### config.mk
export PLATFORM = sky130hd
export DESIGN_NAME = sbus_arbiter
export DESIGN_NICKNAME = d
export VERILOG_FILES = /design/src/rtl/sbus_arbiter.sv
export SDC_FILE = /design/constraint.sdc
export NUM_CORES = 1
export LEC_CHECK = 0
export ABC_AREA = 1
export CELL_PAD_IN_SITES_DETAIL_PLACEMENT = 1
export CELL_PAD_IN_SITES_GLOBAL_PLACEMENT = 2
export CORE_MARGIN = 2
export CORE_UTILIZATION = 25
export CTS_BUF_LIST = sky130_fd_sc_hd__clkbuf_4 sky130_fd_sc_hd__clkbuf_8
export DETAILED_ROUTE_END_ITERATION = 8
export PLACE_DENSITY_LB_ADDON = 0.1
export SKIP_LAST_GASP = 1
export SLEW_MARGIN = 10
export SYNTH_ARGS = -nofsm -noshare
export SYNTH_HDL_FRONTEND = slang
export SYNTH_SLANG_ARGS = --single-unit
### constraint.sdc
create_clock -name clk -period 3 [get_ports clk]
set_input_delay 0.45 -clock clk [delete_from_list [all_inputs] [get_ports clk]]
set_output_delay 0.45 -clock clk [all_outputs]
set_load 0.05 [all_outputs]
### src/rtl/sbus_arbiter.sv
// sbus_arbiter: two-to-one arbiter sharing one physical memory bus between
// the (already translated) instruction bus and data bus.
//
// The data bus has fixed priority. A starve counter tracks consecutive data
// grants taken while the instruction bus was waiting. Once it reaches
// STARVE_LIMIT, the next contested decision goes to the instruction bus.
// The winner's request is latched for the whole memory transaction.
//
// Ports:
//   clk, rst_n       clock, asynchronous active-low reset
//   ibus_*           instruction requester: en/we/size/addr/data_w in,
//                    data_r/stall out
//   dbus_*           data requester: same as ibus_*, plus dbus_uncached in
//   mem_*            memory side: en/we/size/addr/data_w/uncached out,
//                    data_r/stall in. A transfer completes in a cycle with
//                    mem_en=1 and mem_stall=0.
module sbus_arbiter #(
  parameter int STARVE_LIMIT = 4,
  parameter int ADDR_W       = 32,
  parameter int DATA_W       = 32
) (
  input  logic              clk,
  input  logic              rst_n,

  input  logic              ibus_en,
  input  logic              ibus_we,
  input  logic [1:0]        ibus_size,
  input  logic [ADDR_W-1:0] ibus_addr,
  input  logic [DATA_W-1:0] ibus_data_w,
  output logic [DATA_W-1:0] ibus_data_r,
  output logic              ibus_stall,

  input  logic              dbus_en,
  input  logic              dbus_we,
  input  logic [1:0]        dbus_size,
  input  logic [ADDR_W-1:0] dbus_addr,
  input  logic [DATA_W-1:0] dbus_data_w,
  input  logic              dbus_uncached,
  output logic [DATA_W-1:0] dbus_data_r,
  output logic              dbus_stall,

  output logic              mem_en,
  output logic              mem_we,
  output logic [1:0]        mem_size,
  output logic [ADDR_W-1:0] mem_addr,
  output logic [DATA_W-1:0] mem_data_w,
  output logic              mem_uncached,
  input  logic [DATA_W-1:0] mem_data_r,
  input  logic              mem_stall
);

  localparam logic [3:0] LIMIT = 4'(STARVE_LIMIT);

  typedef enum logic [1:0] {
    IDLE  = 2'd0,
    GNT_I = 2'd1,
    GNT_D = 2'd2
  } state_t;

  state_t            state;
  logic [3:0]        starve_cnt;
  logic [DATA_W-1:0] ibus_rd_q;
  logic [DATA_W-1:0] dbus_rd_q;
  logic              done_i;
  logic              done_d;
  logic              pick_d;

  assign done_i = (state == GNT_I) && !mem_stall;
  assign done_d = (state == GNT_D) && !mem_stall;

  // The data bus wins unless the instruction bus is also waiting and has
  // been passed over STARVE_LIMIT times in a row.
  assign pick_d = dbus_en && (!ibus_en || (starve_cnt != LIMIT));

  assign ibus_stall = ibus_en && !done_i;
  assign dbus_stall = dbus_en && !done_d;

  // Read data is forwarded in the completion cycle and held afterwards.
  assign ibus_data_r = done_i ? mem_data_r : ibus_rd_q;
  assign dbus_data_r = done_d ? mem_data_r : dbus_rd_q;

  always_ff @(posedge clk or negedge rst_n) begin
    if (!rst_n) begin
      state        <= IDLE;
      starve_cnt   <= 4'd0;
      mem_en       <= 1'b0;
      mem_we       <= 1'b0;
      mem_size     <= 2'd0;
      mem_addr     <= '0;
      mem_data_w   <= '0;
      mem_uncached <= 1'b0;
      ibus_rd_q    <= '0;
      dbus_rd_q    <= '0;
    end else begin
      case (state)
        IDLE: begin
          if (pick_d) begin
            state        <= GNT_D;
            mem_en       <= 1'b1;
            mem_we       <= dbus_we;
            mem_size     <= dbus_size;
            mem_addr     <= dbus_addr;
            mem_data_w   <= dbus_data_w;
            mem_uncached <= dbus_uncached;
            if (!ibus_en)
              starve_cnt <= 4'd0;
            else if (starve_cnt < LIMIT)
              starve_cnt <= starve_cnt + 4'd1;
          end else if (ibus_en) begin
            state        <= GNT_I;
            mem_en       <= 1'b1;
            mem_we       <= ibus_we;
            mem_size     <= ibus_size;
            mem_addr     <= ibus_addr;
            mem_data_w   <= ibus_data_w;
            mem_uncached <= 1'b0;
            starve_cnt   <= 4'd0;
          end
        end
        GNT_I: begin
          if (!mem_stall) begin
            state     <= IDLE;
            mem_en    <= 1'b0;
            ibus_rd_q <= mem_data_r;
          end
        end
        GNT_D: begin
          if (!mem_stall) begin
            state     <= IDLE;
            mem_en    <= 1'b0;
            dbus_rd_q <= mem_data_r;
          end
        end
        default: begin
          state  <= IDLE;
          mem_en <= 1'b0;
        end
      endcase
    end
  end

endmodule
==> metrics.csv, run 1 <==
stage,metric,value,unit
outcome,status,finished clean,
yosys,synth_ff_type,dfrtp_1,
die,coreArea,25900,um2
clock_tree,clk_pin_slew,0.10,ns
yosys,synth_top_cells_by_count,"nand2_1, dfrtp_1, inv_1",
drt,via_per_inst,4.35,
yosys,synth_top_area_share,52.9,%
drt,wl_per_cell,16.5,um
clock_tree,cts_resized,0,
yosys,synthXorXnorAreaFrac,0,%
global_routing,grt_start_max_net_pins,76,
pwr,clkPwrFrac,13.0,%
clock_tree,cts_buffer_depth,2,
min_path,hold_path.class,input port to async pin,
worst_setup_path,crit_family,buffers and inverters,
yosys,ys_warn_count,0,
sta,skew,0.0179,ns
worst_setup_path,crit_path_top_delay_cell,clkdlybuf4s50_1,
pwr,p_leak,5.11,nW
drt,num_vias,6305,
die,die_w,166,um
yosys,synth_top_family_by_area,simple AND/OR/NAND/NOR gates,
yosys,synth-adder-area-share,0.951,%
die,die_area,27600,um2
place,placed_cell_area,9860,um2
worst_setup_path,critPathCaptureType,primary output,
global_routing,grt_pass1_vias,6729,
run,drv_cap,0,
sta,worstMarginPinSlew,0.583,ns
global_routing,antenna_found_initial,2,
sta,period_minus_slack,2.60,ns
yosys,ys_types,21,
yosys,syn_inst,809,
final_layout,layout-drive-gt1-share,10.9,%
clock_tree,cts_buffers,17,
worst_setup_path,path_cells,inv_1 -> ha_1 -> a21boi_0 -> clkdlybuf4s50_1,
yosys,synth-seq-cells,139,
clock_tree,clkLatencyLatePin,0.47,ns
yosys,synth_edf_count,0,
clock_tree,cts_root_buf,clkbuf_8,
drt,routed_wl,24000,um
worst_setup_path,cp_num_buf_inv,2,
sta,whs,0.482,ns
pwr,irDropWorstVdd,0.000588,V
die,initial_utilization,25.4,%
global_routing,grt_pass1_wl,39000,um
sta,period_share,86.6,%
yosys,async_reset_ff_share,100,%
pwr,switchingPower,0.00638,W
die,io_pins,307,
yosys,synth_compound_area_share,5.61,%
yosys,syn_area,6580,um2
yosys,syn_nets,986,
clock_tree,cts_sinks,139,
pwr,swShare,53.4,%
pwr,p_int,0.00557,W
sta,finalHoldViolCount,0,
worst_setup_path,required,2.55,ns
yosys,syn_avg_cell_area,8.13,um2
yosys,synth.largest_area_cell,dfrtp_1,
yosys,yosysMostFrequentCell,nand2_1,
final_layout,fin_area,10300,um2
global_routing,grt_usage,18.0,%
yosys,synthTopCellsByArea,"dfrtp_1, nand2_1, nand3b_1",
sta,max_freq,385,MHz
global_routing,grt-ovfl-total,0,
drt,drc,0,
pwr,p_per_area,1160,nW/um2
place,gp_congestion,0.765,
sta,drv_slew,0,
drt,detail_route.first_pass.iterations,4,
sta,slew_headroom,61.0,%
worst_setup_path,path_class,register to primary output,
drt,drtIter0Drc,255,
final_layout,area.growth.synth_to_final,56.0,%
final_layout,nets,1276,
sta,setup_tns,0,ns
sta,setup_viol,0,
die,core.rowCount,59,
die,die_h,166,um
place,io_buffers,306,
place,place_hpwl,16500,um
yosys,yosys.area_share.simple,30.4,%
yosys,ys_seq_area_share,52.9,%
pwr,comb_power_share,60.9,%
clock_tree,htree_levels,4,
worst_setup_path,worstSetupStartpointType,register,
yosys,muxShareOfSynthArea,0,%
worst_setup_path,crit_fanout,3,
pwr,p_seq_share,26.1,%
worst_setup_path,max_stage_delay,0.83,ns
clock_tree,cts_tree,built,
worst_setup_path,arrival,2.15,ns
sta,rsz0062_at_grt,no,
drt,antenna_left,0,
-- final cells by class --
| cell class | count | area [um2] |
|---|---|---|
| well taps | 335 | 419 |
| multi-input cells | 510 | 2430 |
| clock buffers | 18 | 248 |
| fillers | 3048 | 15600 |
| repair buffers | 320 | 3120 |
| diodes | 2 | 5.00 |
| clock inverters | 14 | 144 |
| flip-flops and latches | 139 | 3480 |
| inverters | 111 | 417 |
-- power by group through the flow --
| stage | clock network [W] | logic (W) | registers (W) |
|---|---|---|---|
| 2_1_floorplan | 0 | 0.00310 | 0.00478 |
| 3_3_place_gp | 0 | 0.00734 | 0.00314 |
| 3_5_place_dp | 0 | 0.00737 | 0.00316 |
| 4_1_cts | 0.00163 | 0.00739 | 0.00313 |
| 5_1_grt | 0.00171 | 0.00776 | 0.00324 |
| 6_report | 0.00156 | 0.00728 | 0.00312 |
-- cell usage in the layout, fill, tap and decap left out, drive strengths merged --
| cell type | n |
|---|---|
| o22ai | 1 |
| diode | 2 |
| dlygate4sd3 | 1 |
| clkinvlp | 1 |
| buf | 80 |
| dfrtp | 139 |
| nand2 | 286 |
| clkinv | 2 |
| clkdlybuf4s50 | 239 |
| nand3b | 67 |
| ha | 5 |
| o21ai | 67 |
| clkbuf | 18 |
| a21boi | 3 |
| a21oi | 1 |
| nand4 | 1 |
| inv | 122 |
| nand3 | 73 |
| nor2 | 6 |
-- metal layers --
metal  GRT usage [%]  routed length (um)
met3            5.72                1730
met2            28.9               11000
met1            23.0               10800
met4            5.82                 394
met5               0                   0
-- metrics by stage --
stage / utilization, % / setup WS, ns / instances / power (W)
2_1_floorplan: - / 0.379 / 809 / 0.00789
3_3_place_gp: 38.0 / 0.503 / 1414 / 0.0105
3_5_place_dp: 38.0 / 0.420 / 1414 / 0.0105
4_1_cts: 39.6 / 0.338 / 1447 / 0.0122
5_1_grt: 39.6 / 0.172 / 1449 / 0.0127
6_report: 39.6 / 0.402 / 1449 / 0.0120
-- worst reg2reg max path, stage by stage (launching register included) --
cell	delay, ns
dfrtp_1	0.41
inv_1	0.09
ha_1	0.17
nand2_1	0.06
inv_2	0.08
nand2_4	0.07
nand2_4	0.30
buf_4	0.28
nand2_1	0.07
nand3_1	0.07
nand2_1	0.06
-- sequential cells by signal, summed over array words and instances, names as in the netlist --
name,flops
mem_en,1
mem_addr,32
starve_cnt,4
mem_data_w,32
mem_uncached,1
dbus_rd_q,32
state,2
mem_size,2
ibus_rd_q,32
mem_we,1
-- path summary, 6_finish.rpt --
check | from | to | slack [ns] | cells past startpoint
setup / recovery | state[0]$_DFFE_PN0P_ | dbus_stall | 0.40 | 4
hold / removal | rst_n | mem_data_w[1]$_DFFE_PN0P_ | 0.48 | 2
setup reg to reg | starve_cnt[0]$_DFFE_PN0P_ | mem_addr[2]$_DFFE_PN0P_ | 1.25 | 10
hold reg to reg | mem_addr[3]$_DFFE_PN0P_ | mem_addr[3]$_DFFE_PN0P_ | 0.48 | 2
max in group asynchronous | rst_n | ibus_rd_q[0]$_DFFE_PN0P_ | 1.79 | 3
min in group clk | mem_addr[3]$_DFFE_PN0P_ | mem_addr[3]$_DFFE_PN0P_ | 0.48 | 2
-- logic make-up (layout without fill, tap and decap cells) --
kind of cell	Yosys count	in the layout
buffers and inverters	160	463
AND/OR/NAND/NOR	433	433
adder cells (fa/ha/maj)	5	5
flip-flops	139	139
AO/OA/AOI/OAI	72	72
other	0	2
-- repair_timing --
| action | CTS | global route |
|---|---|---|
| buffers inserted | 0 | 0 |
| hold endpoints to repair | 43 | 0 |
| hold buffers | 1 | 0 |
Note: power is estimated with default switching activity, not from simulation.
==> inputs of run 2 (changes only) <==
--- a/config.mk
+++ b/config.mk
@@ -6,6 +6,7 @@
 export NUM_CORES = 1
 export LEC_CHECK = 0
 export ABC_AREA = 1
+export ABC_CLOCK_PERIOD_IN_PS = 3000
 export CELL_PAD_IN_SITES_DETAIL_PLACEMENT = 1
 export CELL_PAD_IN_SITES_GLOBAL_PLACEMENT = 2
 export CORE_MARGIN = 2
==> results of run 2 <==
Final layout, timing and power as in run 1 (identical DEF).
